**config.mk**
```make
export PLATFORM = sky130hd
export DESIGN_NAME = uart_fifo_bridge
export DESIGN_NICKNAME = d
export VERILOG_FILES = /design/src/rtl/uart_fifo_bridge.sv
export SDC_FILE = /design/constraint.sdc
export NUM_CORES = 1
export LEC_CHECK = 0
export ABC_CLOCK_PERIOD_IN_PS = 4000
export BUFFER_PORTS_ARGS = -buffer_cell sky130_fd_sc_hd__clkbuf_2
export CAP_MARGIN = 20
export CORE_MARGIN = 4
export CORE_UTILIZATION = 60
export DETAILED_ROUTE_END_ITERATION = 12
export GPL_TIMING_DRIVEN = 0
export PLACE_DENSITY = 0.75
export SLEW_MARGIN = 15
export SYNTH_ARGS = -nofsm -noshare
export SYNTH_HDL_FRONTEND = slang
export SYNTH_SLANG_ARGS = --single-unit
```
**constraint.sdc**
```tcl
create_clock -name clk -period 4 [get_ports clk]
set_input_delay 0.6 -clock clk [delete_from_list [all_inputs] [get_ports clk]]
set_output_delay 0.6 -clock clk [all_outputs]
set_load 0.02 [all_outputs]
```
**src/rtl/uart_fifo_bridge.sv**
```systemverilog
// Buffering bridge between the CPU peripheral bus and the UART core.
//
// TX side: software pushes bytes with tx_wr/tx_data into a TX FIFO. Whenever the
// UART transmitter is idle the head byte is presented on uart_data_in with a
// one-cycle uart_enable_write load pulse.
// RX side: each byte the UART reports via uart_data_avail is acknowledged with a
// one-cycle uart_enable_read pulse and, space permitting, pushed into an RX FIFO.
// Software pops with rx_rd; rx_data shows the head entry (fall-through).
//
// Ports:
//   clk, reset               clock, asynchronous active-high reset
//   tx_wr, tx_data           TX push strobe and byte
//   rx_rd, rx_data           RX pop strobe and head byte (0x00 when empty)
//   tx_full, tx_empty        TX FIFO status
//   rx_empty                 RX FIFO status
//   tx_count, rx_count       FIFO occupancy (0..DEPTH)
//   tx_overflow, rx_overrun  sticky error flags, cleared by err_clr
//   irq_mask, irq            bit0: RX not empty, bit1: TX empty
//   uart_*                   UART core handshake (load pulse, busy, data, ack)
module uart_fifo_bridge #(
  parameter int unsigned DEPTH_LOG2 = 4
) (
  input  logic                  clk,
  input  logic                  reset,
  input  logic                  tx_wr,
  input  logic [7:0]            tx_data,
  input  logic                  rx_rd,
  output logic [7:0]            rx_data,
  output logic                  tx_full,
  output logic                  tx_empty,
  output logic                  rx_empty,
  output logic [DEPTH_LOG2:0]   rx_count,
  output logic [DEPTH_LOG2:0]   tx_count,
  output logic                  tx_overflow,
  output logic                  rx_overrun,
  input  logic                  err_clr,
  input  logic [1:0]            irq_mask,
  output logic                  irq,
  output logic [7:0]            uart_data_in,
  output logic                  uart_enable_write,
  input  logic                  uart_busy_write,
  input  logic [7:0]            uart_data_out,
  input  logic                  uart_data_avail,
  output logic                  uart_enable_read
);

  localparam int unsigned DEPTH = 2 ** DEPTH_LOG2;
  localparam logic [DEPTH_LOG2:0]   CNT_FULL = {1'b1, {DEPTH_LOG2{1'b0}}};
  localparam logic [DEPTH_LOG2:0]   CNT_ONE  = (DEPTH_LOG2 + 1)'(1);
  localparam logic [DEPTH_LOG2-1:0] PTR_ONE  = DEPTH_LOG2'(1);

  // Storage
  logic [7:0] tx_mem [DEPTH];
  logic [7:0] rx_mem [DEPTH];

  // State
  logic [DEPTH_LOG2-1:0] tx_wptr_q, tx_wptr_d, tx_rptr_q, tx_rptr_d;
  logic [DEPTH_LOG2-1:0] rx_wptr_q, rx_wptr_d, rx_rptr_q, rx_rptr_d;
  logic [DEPTH_LOG2:0]   tx_cnt_q, tx_cnt_d, rx_cnt_q, rx_cnt_d;
  logic [7:0]            uart_din_q, uart_din_d;
  logic                  wr_pulse_q, wr_pulse_d;
  logic                  rd_pulse_q, rd_pulse_d;
  logic                  tx_ovf_q, tx_ovf_d;
  logic                  rx_orun_q, rx_orun_d;

  // Events
  logic tx_push, tx_pop, tx_full_int, tx_empty_int;
  logic rx_capture, rx_push, rx_pop, rx_full_int, rx_empty_int;

  assign tx_full_int  = (tx_cnt_q == CNT_FULL);
  assign tx_empty_int = (tx_cnt_q == '0);
  assign rx_full_int  = (rx_cnt_q == CNT_FULL);
  assign rx_empty_int = (rx_cnt_q == '0);

  assign tx_push = tx_wr & ~tx_full_int;
  // The wr_pulse_q term forces an idle cycle between loads so the UART has time
  // to raise busy after sampling the previous pulse.
  assign tx_pop  = ~tx_empty_int & ~uart_busy_write & ~wr_pulse_q;

  // rd_pulse_q blocks re-capturing the same byte while avail is still high
  // during the acknowledge cycle.
  assign rx_capture = uart_data_avail & ~rd_pulse_q;
  assign rx_push    = rx_capture & ~rx_full_int;
  assign rx_pop     = rx_rd & ~rx_empty_int;

  always_comb begin
    tx_wptr_d = tx_wptr_q;
    tx_rptr_d = tx_rptr_q;
    tx_cnt_d  = tx_cnt_q;
    if (tx_push) tx_wptr_d = tx_wptr_q + PTR_ONE;
    if (tx_pop)  tx_rptr_d = tx_rptr_q + PTR_ONE;
    if (tx_push && !tx_pop) begin
      tx_cnt_d = tx_cnt_q + CNT_ONE;
    end else if (!tx_push && tx_pop) begin
      tx_cnt_d = tx_cnt_q - CNT_ONE;
    end
  end

  always_comb begin
    rx_wptr_d = rx_wptr_q;
    rx_rptr_d = rx_rptr_q;
    rx_cnt_d  = rx_cnt_q;
    if (rx_push) rx_wptr_d = rx_wptr_q + PTR_ONE;
    if (rx_pop)  rx_rptr_d = rx_rptr_q + PTR_ONE;
    if (rx_push && !rx_pop) begin
      rx_cnt_d = rx_cnt_q + CNT_ONE;
    end else if (!rx_push && rx_pop) begin
      rx_cnt_d = rx_cnt_q - CNT_ONE;
    end
  end

  always_comb begin
    uart_din_d = uart_din_q;
    if (tx_pop) uart_din_d = tx_mem[tx_rptr_q];
    wr_pulse_d = tx_pop;
    rd_pulse_d = rx_capture;

    // Set has priority over clear so a same-cycle error is never lost.
    tx_ovf_d = tx_ovf_q;
    if (tx_wr && tx_full_int) begin
      tx_ovf_d = 1'b1;
    end else if (err_clr) begin
      tx_ovf_d = 1'b0;
    end

    rx_orun_d = rx_orun_q;
    if (rx_capture && rx_full_int) begin
      rx_orun_d = 1'b1;
    end else if (err_clr) begin
      rx_orun_d = 1'b0;
    end
  end

  always_ff @(posedge clk or posedge reset) begin
    if (reset) begin
      tx_wptr_q  <= '0;
      tx_rptr_q  <= '0;
      tx_cnt_q   <= '0;
      rx_wptr_q  <= '0;
      rx_rptr_q  <= '0;
      rx_cnt_q   <= '0;
      uart_din_q <= 8'h00;
      wr_pulse_q <= 1'b0;
      rd_pulse_q <= 1'b0;
      tx_ovf_q   <= 1'b0;
      rx_orun_q  <= 1'b0;
    end else begin
      tx_wptr_q  <= tx_wptr_d;
      tx_rptr_q  <= tx_rptr_d;
      tx_cnt_q   <= tx_cnt_d;
      rx_wptr_q  <= rx_wptr_d;
      rx_rptr_q  <= rx_rptr_d;
      rx_cnt_q   <= rx_cnt_d;
      uart_din_q <= uart_din_d;
      wr_pulse_q <= wr_pulse_d;
      rd_pulse_q <= rd_pulse_d;
      tx_ovf_q   <= tx_ovf_d;
      rx_orun_q  <= rx_orun_d;
    end
  end

  // Entries are only ever read when the matching count says they are valid,
  // so the storage itself needs no reset.
  always_ff @(posedge clk) begin
    if (tx_push) tx_mem[tx_wptr_q] <= tx_data;
    if (rx_push) rx_mem[rx_wptr_q] <= uart_data_out;
  end

  assign rx_data           = rx_empty_int ? 8'h00 : rx_mem[rx_rptr_q];
  assign tx_full           = tx_full_int;
  assign tx_empty          = tx_empty_int;
  assign rx_empty          = rx_empty_int;
  assign tx_count          = tx_cnt_q;
  assign rx_count          = rx_cnt_q;
  assign tx_overflow       = tx_ovf_q;
  assign rx_overrun        = rx_orun_q;
  assign irq               = (irq_mask[0] & ~rx_empty_int) | (irq_mask[1] & tx_empty_int);
  assign uart_data_in      = uart_din_q;
  assign uart_enable_write = wr_pulse_q;
  assign uart_enable_read  = rd_pulse_q;

endmodule

```
* Yosys cells after proc, flatten, opt, wreduce, memory -nomap -nowiden
Memory sizes are Yosys's and may differ from the RTL's. A register that Yosys moved wholly into a read port is not among the register bits.
Index checks and enable logic that the tools add are counted.
** Word-level totals
- Flip-flop bits (word level) :: 30
- Bits in latches :: 0
- RAM bits :: 256
- Memory bits (read-only) :: 0
- Input bits :: 25
- Output and inout port bits :: 34
- Word-level logic and storage cells :: 66
- Memories :: 2
** Operators by class
- Add/subtract/negate cells :: 8
- $mul :: 0
- Div/mod/pow operators :: 0
- $lt $le $gt $ge :: 0
- Eq/ne operators :: 2
- Shift-type cells :: 0
- Muxes and demuxes :: 12
- Bitwise gates (word level) :: 16
- Reduce and logical (&&, ||, !) cells :: 16
** Memories
- rx_mem :: depth 16, width 8, read ports 1, clocked after memory_dff 0, wr ports 1, line 54 : logic [7:0] rx_mem [DEPTH];
- tx_mem :: depth 16, width 8, read ports 1, clocked after memory_dff 1, wr ports 1, line 53 : logic [7:0] tx_mem [DEPTH];
** Operator list (count)
- $mux 5 :: 4
- $add 4x1->4 const B :: 4
- $add 5x1->5 const B :: 2
- $eq 5x5->1 const B :: 2
- $logic_not 5->1 :: 2
- $sub 5x1->5 const B :: 2
- $and 1x1->1 :: 8
- $mux 8 :: 1
- $reduce_bool 2->1 :: 4
- $mux 1 :: 7
- $not 1->1 :: 7
- $logic_and 1x1->1 :: 6
- $logic_not 1->1 :: 4
- $or 1x1->1 :: 1

* Longest topological paths before layout
- Word-level depth :: 7
- Mapped depth :: 13
- Gate-level depth less buffers :: 11

* Least setup slack after synthesis
OpenSTA, ideal clock, no wires.
- Kind :: reg-to-reg
- Start :: register tx_cnt_q[0], in the netlist tx_count[0]
- End :: register tx_cnt_q[4], in the netlist tx_count[4]
- Setup time :: 0.132 ns
- Arrival :: 2.930 ns
- Data required time :: 3.868 ns
- Slack :: 0.938 ns
- Cell stages (with the launch flop) :: 14
- Period minus slack after synthesis :: 3.062 ns
- Cells stage by stage :: dfrtp_1 -> nor4_1 -> and2b_1 -> or3_1 -> buf_2 -> buf_4 -> ha_1 -> inv_1 -> fa_1 -> a21o_1 -> a21oi_1 -> xnor2_1 -> nor2_1 -> xor2_1
** On the way
- Word-level cells in the longest chain between the ends :: 7
- Elaborated cells on any way between the ends :: 16
- Those cells by class :: 2 x add/sub; 1 x eq/ne; 2 x mux; 5 x bitwise; 6 x reduce/logical
** RTL lines
- start, declared :: line 59 : logic [DEPTH_LOG2:0] tx_cnt_q, tx_cnt_d, rx_cnt_q, rx_cnt_d;
- start signal, assigned :: line 150 : tx_cnt_q <= tx_cnt_d;
- $logic_not 5->1 (*) :: line 71 : assign tx_empty_int = (tx_cnt_q == '0);
- via tx_empty :: line 30 : output logic tx_empty,
- $not 1->1 (*) :: line 78 : assign tx_pop = ~tx_empty_int & ~uart_busy_write & ~wr_pulse_q;
- $and 1x1->1 (*) (2 in a row) :: line 78
- $logic_not 1->1 :: line 92 : if (tx_push && !tx_pop) begin
- $logic_and 1x1->1 :: line 92
- $mux 5 / $reduce_bool 2->1 (equally long branches)
The timed path passes the listed nets; every way through them passes the cells marked *. The select of a mux whose other input is x is not followed.
A chain may end at the register's enable or synchronous reset.

* Worst setup path after layout
- Start :: register rx_rptr_q[1]
- End :: output port rx_data[2]
** On the way
- Word-level cells in the longest chain between the ends :: 2
** RTL lines
- start, declared :: line 58 : logic [DEPTH_LOG2-1:0] rx_wptr_q, rx_wptr_d, rx_rptr_q, rx_rptr_d;
- start signal, assigned :: line 152 : rx_rptr_q <= rx_rptr_d;
- $mem_v2 16x8
- $mux 8 :: line 169 : assign rx_data = rx_empty_int ? 8'h00 : rx_mem[rx_rptr_q];
- end, declared :: line 28 : output logic [7:0] rx_data,
No other way between the ends.

==> summary.md <==
| Metric | Value |
|---|---|
| Layout cells sized above 1 | `approximately a quarter` |
| Synth warn | `0` |
| Antenna cells | `0` |
| Cell Pwr Density | `between 700 and 800 mW/mm^2` |
| Avg Synthesized Cell Area | `19.35 um^2` |
| Worst path cell trace | `clkbuf_1, clkbuf_1, mux4_2, mux2i_1, o22ai_1, clkbuf_2` |
| Post-synth EDFFs | `256` |
| Top layer in use | `met4` |
| Fmax | `289.3 MHz` |
| Initial core utilization | `60.93%` |
| Status | `finished clean` |
| Final worst path period share | `86.43%` |
| Die area | `0.02208 mm^2` |
| DRT Wirelength | `22880 um` |
| Worst Setup Start Kind | `flop` |
| Max clock buf depth | `3` |
| Ys flop type | `edfxtp_1` |
| P&R area growth vs syn | `13.85%` |
| Vias in the first global route | `6122` |
| #FFs+latches synth | `294` |
| Peak supply drop | `0.5798 mV` |
| Num CTS Buffers | `28` |
| I/O pin cnt | `59` |
| Final Hold Vio Count | `0` |
| Cell repeated most along the worst path | `clkbuf_1` |
| Vias per cell | `roughly 5.9` |
| Per-cell routed wire length | `roughly 23 um` |
| Metal3 WL | `1245 um` |
| Fin nets | `750` |
| Die width | `roughly 150 um` |
| Place WS | `646.4 ps` |
| CTS tree | `done` |
| Leakage dissipation | `4.806 nW` |
| Clk slew on worst S/H paths | `60 ps` |
| # H-tree levels | `1` |
| CP startpoint | `rx_rptr_q[1]` |
| Min Clock Period, post-route | `3457 ps` |
| Unique cell type count in the Yosys netlist | `40` |
| Synth Cell Area | `0.01186 mm^2` |
| Number of setup violations in the final report | `0` |
| Die Height | `148.6 um` |
| Met2 WL | `roughly 12000 um` |
| Worst Path Class, Setup | `reg -> out` |
| DRC | `0` |
| Worst skew pair latency | `530 ps` |
| Cts repair resizes | `0` |
| Layout fillers | `1223` |
| Metal-1 WL | `~8900 um` |
| RSZ-0062 raised after global routing | `false` |
| Reg-to-Reg End | `tx_count[4]` |
| End point of the critical path | `rx_data[2]` |
| IO Port Bufs | `58` |
| Drt pass-1 iters | `5` |
| Clk root buf | `clkbuf_16` |
| Gp weighted congestion | `0.8039` |
| Multi-input logic area | `0.003012 mm^2` |
| Worst Path Required | `about 3400 ps` |
| Final Slew Violations | `0` |
| FP Rows | `between 50 and 60` |
| Largest fanout on the critical path | `10` |
| Global Route Usage Sum | `21.51%` |
| Hold WC Path Type | `in -> reg` |
| Worst r2r src | `tx_count[0]` |
| Slowest CP cell | `clkbuf_1` |
| Iteration-0 DRC Markers | `461` |
| Synth Net Count | `approximately 660` |
| R2R setup slack | `650 ps` |
| Core area | `0.01946 mm^2` |
| Initial antenna violation count | `0` |
| Worst setup EP type | `output port` |
| Max-cap viol count | `0` |
| Ys async rst share | `12.93%` |
| First-pass GRT wire length | `~36000 um` |
| Total gr overflow | `0` |
| R2R depth | `13` |
| Largest stage delay, worst path | `about 530 ps` |
| Relative slew margins | `about 37%` |
| Clock net sink count | `294` |
| Final setup margin | `542.9 ps` |
| Antenna Nets Post-Route | `0` |
| Dpl hpwl | `15260 um` |
| Most frequent cells in the layout | `256 x edfxtp_1, 59 x clkbuf_2, 50 x mux4_2, 38 x dfrtp_1, 37 x nand2_1` |
| Via Count | `5864` |
| Cells after synthesis | `slightly above 600` |
| Fin Setup TNS | `0 ps` |
| Commonest non-fill, non-tap cell in the layout | `edfxtp_1` |
| CP arrival | `2860 ps` |
| Clock Skew | `9.478 ps` |
| Seq/Total Area, Yosys | `approximately 73%` |
| Largest net degree at the start of global routing | `34` |
| Worst Max-Slew Pin Slew | `934.9 ps` |
| Sequential Area | `0.008638 mm^2` |
[power breakdown]
group | leakage (nW) | switching, W | internal [W] | total (W)
clock | 0.467 | 0.00108 | 0.00163 | 0.00271
combinational | 1.57 | 0.00177 | 0.00138 | 0.00316
sequential | 2.77 | 0.000211 | 0.00375 | 0.00396
total | 4.81 | 0.00306 | 0.00676 | 0.00982
[stage by stage]
stage | util [%] | cells | hold WS, ps | total power, W | instance area, um^2
4_1_cts | 69.37 | 992 | 295.1 | 0.009902 | 13500
3_3_place_gp | 64.13 | 936 | 435.0 | 0.007049 | 12480
2_1_floorplan | - | 613 | 478.6 | 0.006258 | 11860
5_1_grt | 69.37 | 992 | 312.5 | 0.01032 | 13500
6_report | 69.37 | 992 | 306.7 | 0.009824 | 13500
3_5_place_dp | 64.36 | 939 | 455.9 | 0.007187 | 12530
[synthesized netlist by cell type (all sizes together), types with 2 or more instances]
library cell    n  area (um^2)
nand4           3        18.77
nand3           2        10.01
a22o            2        17.52
dfrtp          38        950.9
mux2i          26        260.3
ha             18        225.2
nand2          37        138.9
mux2           10        112.6
a21o            4        30.03
inv            14        52.55
nor4            2        12.51
o22ai           8        50.05
nor2           18        67.56
xor2            5        43.79
nand2b          4        25.02
o21ai          22        113.9
xnor2          16        140.1
clkbuf          9        35.03
edfxtp        256         7687
fa              2        40.04
nor3            4        20.02
buf            21        131.4
mux4           64         1494
and2           17        106.4
a21oi           4        20.02
[cells by family after synthesis]
family	share of synthesized area, %
flip-flops	72.84
AND/OR/NAND/NOR	3.651
multiplexers	15.74
AO/OA/AOI/OAI	2.131
XOR/XNOR	1.551
buffers and inverters	1.846
adder cells (fa/ha/maj)	2.237
[critical path, delay by kind of cell, from the launching register on]
family,cells,cell delay [ps]
multiplexers,2,740
buffers and inverters,3,1080
AO/OA/AOI/OAI,1,130
flip-flops,1,370
[how the worst min path moves through the flow]
stage                          start               end  slack, ps  cells after the start
detailed placement  uart_enable_read  uart_enable_read        460                      1
floorplan               rx_rptr_q[2]      rx_rptr_q[2]        480                      1
global placement    uart_enable_read  uart_enable_read        440                      1
finish                         tx_wr       tx_overflow        310                      2
global route                   tx_wr       tx_overflow        310                      2
CTS                            tx_wr       tx_overflow        300                      2
[sequential cells by signal, summed over array words and instances (netlist names)]
register           cells
tx_overflow            1
rx_mem               128
rx_count               5
tx_wptr_q              4
uart_enable_read       1
tx_count               5
rx_wptr_q              4
uart_enable_write      1
rx_overrun             1
uart_data_in           8
tx_mem               128
rx_rptr_q              4
tx_rptr_q              4
[metal layers]
layer	global-route usage, %	vias to the layer above
met4	5.219	0
met3	3.291	34
met2	38.53	194
li1	-	2603
met5	0	-
met1	28.05	3033
[repair_timing]
item	4_1_cts	5_1_grt
endpoints found under the hold margin	5	0
hold buffers	1	0
setup endpoints to repair	0	0
setup buffers	0	0
[layout make-up]
type,count,area share [%]
Buffer,30,1.233
Clock buffer,42,6.181
Clock inverter,10,0.9730
Inverter,14,0.3892
Multi-Input combinational cell,275,22.31
Sequential cell,294,63.98
Tap cell,265,2.456
Timing Repair Buffer,62,2.484
(Power assumes the default switching activity.)
